[config.mk]
export PLATFORM = sky130hd
export DESIGN_NAME = aes_byte_stream_host
export DESIGN_NICKNAME = d
export VERILOG_FILES = /design/src/rtl/aes_stream_pkg.sv /design/src/rtl/aes_byte_shreg.sv /design/src/rtl/aes_byte_stream_host.sv
export SDC_FILE = /design/constraint.sdc
export NUM_CORES = 1
export LEC_CHECK = 0
export ABC_CLOCK_PERIOD_IN_PS = 2100
export BUFFER_PORTS_ARGS = -buffer_cell sky130_fd_sc_hd__buf_2
export CELL_PAD_IN_SITES_DETAIL_PLACEMENT = 1
export CELL_PAD_IN_SITES_GLOBAL_PLACEMENT = 2
export CORE_MARGIN = 1.5
export CORE_UTILIZATION = 34
export CTS_CLUSTER_DIAMETER = 40
export DETAILED_ROUTE_END_ITERATION = 8
export GPL_TIMING_DRIVEN = 0
export MAX_ROUTING_LAYER = met4
export PLACE_DENSITY = 0.87
export SYNTH_ARGS = -nofsm -noshare
export SYNTH_HDL_FRONTEND = slang
export SYNTH_SLANG_ARGS = --single-unit
[constraint.sdc]
create_clock -name i_clk -period 2.1 [get_ports i_clk]
set_clock_uncertainty 0.2 [all_clocks]
set_input_delay 0.105 -clock i_clk [delete_from_list [all_inputs] [get_ports i_clk]]
set_output_delay 0.105 -clock i_clk [all_outputs]
set_load 0.01 [all_outputs]
[src/rtl/aes_stream_pkg.sv]
// Shared types and sizes for the byte-serial AES host controller.
package aes_stream_pkg;
    localparam int AES_BLOCK_BYTES = 16;
    localparam int AES_BLOCK_BITS  = AES_BLOCK_BYTES * 8;
    localparam int BYTE_CNT_W      = 4;

    typedef enum logic [2:0] {
        S_IDLE,
        S_LOAD,
        S_WAIT,
        S_SKIP,
        S_COLLECT,
        S_DONE
    } state_e;
endpackage

[src/rtl/aes_byte_shreg.sv]
// 128-bit byte shift register: parallel load, shifts left one byte at a time,
// new byte enters at the LSB end so the MSB byte is the serial output.
module aes_byte_shreg
    import aes_stream_pkg::*;
(
    input  logic                      i_clk,
    input  logic                      i_rst_n,
    input  logic                      i_load,
    input  logic [AES_BLOCK_BITS-1:0] i_data,
    input  logic                      i_shift,
    input  logic [7:0]                i_byte,
    output logic [AES_BLOCK_BITS-1:0] o_data
);
    logic [AES_BLOCK_BITS-1:0] r_data;

    always_ff @(posedge i_clk or negedge i_rst_n) begin
        if (!i_rst_n) begin
            r_data <= '0;
        end else if (i_load) begin
            r_data <= i_data;
        end else if (i_shift) begin
            r_data <= {r_data[AES_BLOCK_BITS-9:0], i_byte};
        end
    end

    assign o_data = r_data;
endmodule

[src/rtl/aes_byte_stream_host.sv]
// Host controller for the byte-serial aes_8_bit core: streams key/plaintext in,
// waits for d_vld, gathers 16 ciphertext bytes and hands back a 128-bit result.
module aes_byte_stream_host
    import aes_stream_pkg::*;
#(
    parameter int CAPTURE_DLY = 1,
    parameter int TIMEOUT     = 512
) (
    input  logic         i_clk,
    input  logic         i_rst_n,
    input  logic         i_in_valid,
    output logic         o_in_ready,
    input  logic [127:0] i_key,
    input  logic [127:0] i_pt,
    output logic         o_out_valid,
    input  logic         i_out_ready,
    output logic [127:0] o_ct,
    output logic         o_err,
    output logic         o_busy,
    output logic         o_core_rst,
    output logic [7:0]   o_core_key,
    output logic [7:0]   o_core_din,
    input  logic [7:0]   i_core_dout,
    input  logic         i_core_dvld
);
    localparam int TMO_W = (TIMEOUT > 1) ? $clog2(TIMEOUT) : 1;
    localparam logic [BYTE_CNT_W-1:0] LAST_BYTE = BYTE_CNT_W'(AES_BLOCK_BYTES - 1);
    localparam logic [TMO_W-1:0]      TMO_LAST  = TMO_W'(TIMEOUT - 1);

    state_e                r_state, w_state_nxt;
    logic [BYTE_CNT_W-1:0] r_cnt;
    logic [TMO_W-1:0]      r_tmo;
    logic [3:0]            r_dly;
    logic                  r_err, r_core_rst;
    logic                  w_timeout, w_accept;
    logic [127:0]          w_key_sr, w_pt_sr;
    logic                  w_unused_lsbs;

    assign w_accept = i_in_valid && (r_state == S_IDLE);

    always_comb begin
        w_state_nxt = r_state;
        w_timeout   = 1'b0;
        case (r_state)
            S_IDLE:    if (i_in_valid) w_state_nxt = S_LOAD;
            S_LOAD:    if (r_cnt == LAST_BYTE) w_state_nxt = S_WAIT;
            S_WAIT: begin
                // dvld is only looked at here, so anything it does during LOAD is ignored
                if (i_core_dvld) begin
                    w_state_nxt = (CAPTURE_DLY == 1) ? S_COLLECT : S_SKIP;
                end else if (r_tmo == TMO_LAST) begin
                    w_timeout   = 1'b1;
                    w_state_nxt = S_IDLE;
                end
            end
            S_SKIP:    if (r_dly <= 4'd1) w_state_nxt = S_COLLECT;
            S_COLLECT: if (r_cnt == LAST_BYTE) w_state_nxt = S_DONE;
            S_DONE:    if (i_out_ready) w_state_nxt = S_IDLE;
            default:   w_state_nxt = S_IDLE;
        endcase
    end

    always_ff @(posedge i_clk or negedge i_rst_n) begin
        if (!i_rst_n) r_state <= S_IDLE;
        else          r_state <= w_state_nxt;
    end

    always_ff @(posedge i_clk or negedge i_rst_n) begin
        if (!i_rst_n) begin
            r_cnt      <= '0;
            r_tmo      <= '0;
            r_dly      <= '0;
            r_err      <= 1'b0;
            r_core_rst <= 1'b1;
        end else begin
            r_err      <= w_timeout;
            // Core leaves reset on the accept edge, so it sees byte 0 in the first LOAD cycle
            r_core_rst <= (w_state_nxt == S_IDLE) || (w_state_nxt == S_DONE);
            r_tmo      <= (r_state == S_WAIT) ? r_tmo + 1'b1 : '0;
            if (w_state_nxt != r_state) begin
                r_cnt <= '0;
            end else if (r_state == S_LOAD || r_state == S_COLLECT) begin
                r_cnt <= r_cnt + 1'b1;
            end
            if (r_state == S_WAIT) begin
                r_dly <= 4'(CAPTURE_DLY - 1);
            end else if (r_state == S_SKIP) begin
                r_dly <= r_dly - 1'b1;
            end
        end
    end

    // Zeros shift in behind the data, so the MSB byte is already 0 once LOAD is over
    aes_byte_shreg u_key_sr (
        .i_clk   (i_clk),
        .i_rst_n (i_rst_n),
        .i_load  (w_accept),
        .i_data  (i_key),
        .i_shift (r_state == S_LOAD),
        .i_byte  (8'h00),
        .o_data  (w_key_sr)
    );

    aes_byte_shreg u_pt_sr (
        .i_clk   (i_clk),
        .i_rst_n (i_rst_n),
        .i_load  (w_accept),
        .i_data  (i_pt),
        .i_shift (r_state == S_LOAD),
        .i_byte  (8'h00),
        .o_data  (w_pt_sr)
    );

    aes_byte_shreg u_ct_sr (
        .i_clk   (i_clk),
        .i_rst_n (i_rst_n),
        .i_load  (1'b0),
        .i_data  ('0),
        .i_shift (r_state == S_COLLECT),
        .i_byte  (i_core_dout),
        .o_data  (o_ct)
    );

    assign w_unused_lsbs = ^{w_key_sr[119:0], w_pt_sr[119:0]};

    assign o_core_key  = w_key_sr[127:120];
    assign o_core_din  = w_pt_sr[127:120];
    assign o_in_ready  = (r_state == S_IDLE);
    assign o_busy      = (r_state != S_IDLE);
    assign o_out_valid = (r_state == S_DONE);
    assign o_err       = r_err;
    assign o_core_rst  = r_core_rst;
endmodule

---- After elaboration in Yosys (flattened, before gate mapping) ----
Index checks and enable logic that the tools add are counted.
operators by class
  add/sub/neg operators ................... 3
  magnitude comparators ................... 1
  eq/ne operators ......................... 9
  mux-type cells .......................... 20
  reductions and logical operators ........ 9
operators with widths
  cell                 count
  $mux 128             4
  $mux 3               7
  $pmux 3 s6           1
  $mux 4               4
  $add 9x1->9 const B  1
  $eq 3x3->1 const B   3
  $eq 9x9->1 const B   1
  $mux 9               1
  $eq 3x2->1 const B   2
  $logic_not 3->1      2
  $reduce_bool 2->1    3
  $add 4x1->4 const B  1
  $eq 4x4->1 const B   1
  $le 4x1->1 const B   1
  $sub 4x1->4 const B  1
  $eq 3x1->1 const B   1
  $mux 1               3
  $ne 3x3->1           1
  $reduce_bool 3->1    1
  $logic_or 1x1->1     2
  $logic_and 1x1->1    1
storage, ports and cells
  bits of input ports ..................... 269
  register bits ........................... 406
  output and inout port bits .............. 149
  logic and storage cells ................. 51

---- Logic depth before layout (Yosys ltp) ----
  word-level depth ........................ 6
  depth in mapped cells ................... 9
  depth with buffers taken out ............ 9

---- Hierarchy ----
From an unflattened synthesis, not the netlist that was laid out.
unflattened totals
  cell total of the unflattened synthesis .. 1791
  area, all modules ....................... 19210.9 µm²
modules (own cells, without submodules)
  module                times used  area each (µm²)  cells an instance  sequential area each (µm²)
  aes_byte_shreg        3           6000.8           554                3203.1
  aes_byte_stream_host  1           1208.7           129                551.8

---- Least setup slack after synthesis ----
Ideal clock, no wire load.
  path kind ............................... register -> register
  from .................................... reg r_state[1]
  to ...................................... reg u_ct_sr.r_data[58], in the netlist u_ct_sr.o_data[58]
  clock period less this slack ............ 1.827 ns
  setup slack ............................. 0.273 ns
  path buffers ............................ 3
  data arrival time ....................... 1.503 ns
  library setup time ...................... 0.125 ns
  data required time ...................... 1.775 ns
  stages on the path, launching flop included .. 6
  cell sequence ........................... dfrtp_1 > buf_2 > nor3b_1 > buf_2 > buf_2 > mux2_2
on the way
  word-level cells in the longest chain between the ends .. 1
RTL lines
  what                      RTL line                     source
  start: declaration        aes_byte_stream_host.sv:30   state_e r_state, w_state_nxt;
  start signal: assignment  aes_byte_stream_host.sv:65   else r_state <= w_state_nxt;
  $eq 3x3->1                aes_byte_stream_host.sv:119  .i_shift (r_state == S_COLLECT),
  end signal: assignment    aes_byte_shreg.sv:20         r_data <= i_data;
  end signal: assignment    aes_byte_shreg.sv:22         r_data <= {r_data[AES_BLOCK_BITS-9:0], i_byte};
  end: declaration          aes_byte_shreg.sv:14         logic [AES_BLOCK_BITS-1:0] r_data;
Every way passes these cells.
A chain may end at the register's enable or synchronous reset.

---- Worst setup path after layout ----
  from .................................... reg r_state[0]
  to ...................................... out o_in_ready
on the way
  word-level cells in the longest chain between the ends .. 1
RTL lines
  what              RTL line                     source
  $logic_not 3->1   aes_byte_stream_host.sv:128  assign o_in_ready = (r_state == S_IDLE);
  end: declaration  aes_byte_stream_host.sv:12   output logic o_in_ready,
Every way passes these cells.

==> results.json <==
{
  "final_max_slew_viol_count": 0,
  "vias_per_cell": 5.12,
  "postSynthCellCount": 1494,
  "violations": "negative hold slack, negative setup slack",
  "multiInputGateArea_mm2": 0.00588,
  "peakVddDrop_mv": 0.821,
  "clk_pin_slew_ns": 0.06,
  "drive_gt1_share_pct": 34.9,
  "antenna_found_initial": 7,
  "nFillCells": 5172,
  "gp_congestion": 0.835,
  "finalHoldViolCount": 82,
  "ys_ff_latch": 406,
  "place_area_mm2": 0.0196,
  "port_buffers": 417,
  "p_total_uw": 34900,
  "row_count": 80,
  "area_growth_pct": 50.8,
  "met1_usage_pct": 28.7,
  "finalSetupViolCount": 1,
  "numCtsBuffers": 70,
  "pin_count": 418,
  "min_period_ns": 2.11,
  "cts_hold_buffers": 268,
  "grt_pass1_wl_mm": 98.8,
  "initial_core_util_pct": 34.7,
  "crit_type": "flop to output pin",
  "synth_cell_types": 39,
  "postRouteAntennaNets": 0,
  "num_vias": 15100,
  "cts_root_buf": "clkbuf_16",
  "synth_fp_nets": 1768,
  "cts_buffer_depth": 3,
  "drcViolationCount": 0,
  "maxCapViolations": 0,
  "core_mm2": 0.0479,
  "grt_pass1_vias": 17100,
  "yosysWarnings": 0,
  "routed_wl_mm": 64.1,
  "fin_crit_sh_pct": 100,
  "clkSinkCount": 406,
  "synth_top_area_share_pct": 61.0,
  "hold_slack_ns": -0.0752,
  "worst-endpoint-required_ns": 1.79,
  "first_pass_iters": 5,
  "synth_commonest_cells": "489 x nand2_1, 405 x dfrtp_1, 238 x a22oi_1",
  "setup_tns_ns": -0.00895,
  "insertion_delay_ns": 0.59,
  "max_slew_margin_pct": 55.4,
  "nets": 2542,
  "dpl.hpwl_mm": 38.6,
  "track_usage_pct": 26.3,
  "die_area_mm2": 0.0502,
  "hp-class": "input port to async pin",
  "cts_tree": "yes",
  "setup_ws_ns": -0.00895,
  "seq_area_mm2": 0.0102,
  "status": "finished with violations",
  "p_leak_uw": 0.0130,
  "wl_per_cell_um": 21.8,
  "r2r-start": "r_state[0]",
  "grt_max_degree": 121,
  "synth_flop_cell": "dfrtp_1",
  "async_reset_ff_share_pct": 100,
  "yosysMostFrequentCell": "nand2_1",
  "synth_edf_count": 0,
  "rsz0062_at_grt": "true",
  "drt_iter0_drc": 1043,
  "avgSynthCellArea_um2": 11.1,
  "worstReg2RegEnd": "u_pt_sr.o_data[40]",
  "crit_fanout": 3,
  "grt_busiest_layer": "met2",
  "utilization_pct": 52.3,
  "power.density_mw_per_mm2": 1390,
  "overflow": 0,
  "rr_worst_depth": 7,
  "worst_setup_path_end_kind": "output pin",
  "crit_arrival_ns": 1.80,
  "start_kind": "flop",
  "use_met3_pct": 4.29,
  "htree_levels": 3,
  "worst_slew_pin_slew_ns": 0.669,
  "ff2ff_setup_slack_ns": 0.07,
  "fp.dieH_um": 224,
  "synth_seq_area_share_pct": 61.2,
  "netlist_area_mm2": 0.0166,
  "fmax_mhz": 474,
  "synth.area.top_cells": "dfrtp_1 61%, nand2_1 11%, a22oi_1 11%, mux2_2 8.7%, buf_2 2.4%",
  "die_w_um": 224,
  "final_cell_area_mm2": 0.0251,
  "met2_usage_pct": 46.2,
  "yosys.area.top_type": "dfrtp_1"
}
flip-flops by register name, summed over array words and instances, names as in the netlist:
| register | flops |
|---|---|
| u_pt_sr.o_data | 128 |
| o_core_rst | 1 |
| u_key_sr.o_data | 128 |
| r_state | 3 |
| r_tmo | 9 |
| o_err | 1 |
| r_dly | 4 |
| r_cnt | 4 |
| u_ct_sr.o_data | 128 |
worst max path at each step:
stage / start / end / slack, ns / cells after the start
after floorplan: r_state[1] / u_ct_sr.o_data[58] / 0.27 / 5
after global placement: i_rst_n / u_key_sr.o_data[48] / -7.37 / 1
after CTS: r_state[0] / o_in_ready / -0.03 / 5
after global routing: r_state[2] / o_in_ready / -0.05 / 4
final: r_state[0] / o_in_ready / -0.009 / 5
after detailed placement: r_state[2] / u_pt_sr.o_data[53] / -0.38 / 6
cells by family after synthesis:
| logic type | count (synthesis) | share of synthesized area [%] |
|---|---|---|
| AO/OA/AOI/OAI | 274 | 12.4 |
| AND/OR/NAND/NOR | 543 | 12.9 |
| multiplexers | 132 | 8.92 |
| flip-flops | 406 | 61.2 |
| buffers and inverters | 125 | 3.80 |
| XOR/XNOR | 9 | 0.474 |
| adder cells (fa/ha/maj) | 5 | 0.377 |
layout by cell type, fill, tap and decap left out, drive strengths merged, types with 5 or more instances in the layout:
master and count:
nand2b 5, bufinv 8, dlygate4sd3 268, xor2 5, a22oi 238, inv 9, and3 5, mux2 129
clkinvlp 6, nand2 489, a22o 17, clkbuf 132, nor2 21, ha 5, o21ai 7, diode 8
buf 515, dfrtp 405, clkinv 13
layer usage:
layer,part of all wire (%),vias to the layer above
li1,-,6727
met1,38,7614
met2,53,519
met3,4.3,194
met4,4.4,0
met5,0,-
per-stage QoR:
stage / cells / setup slack, ns
6_report: 2943 / -0.00895
5_1_grt: 2943 / -0.0513
4_1_cts: 2928 / -0.0263
3_5_place_dp: 2529 / -0.381
3_3_place_gp: 2526 / -7.37
2_1_floorplan: 1494 / 0.273
final cells by class:
type / count / share of cell area (%)
diodes: 8 / 0.0799
plain buffers: 118 / 3.02
clock buffers: 93 / 8.15
clock inverters: 31 / 1.64
inverters: 5 / 0.0749
multi-input cells: 963 / 23.5
flip-flops and latches: 406 / 40.6
well taps: 615 / 3.07
repair buffers: 704 / 19.9
worst max-delay path, cell delays in order, from the launching register on:
cell	delay (ns)
dfrtp_2	0.42
buf_6	0.12
buf_6	0.10
or3_4	0.40
inv_2	0.08
buf_6	0.10
where the power goes:
group	total (µW)	switching [µW]	internal, µW
Sequential	12000	1660	10300
Combinational	11000	6580	4410
Clock	11900	4070	7820
Total	34900	12300	22600
what timing repair did:
action	CTS	global route
pin swaps	2	6
setup buffers	8	8
endpoints found under the setup margin	377	194
cloned	0	0
hold endpoints to repair	590	37
resized for setup	38	59
Power figures use the tool's default switching activity.
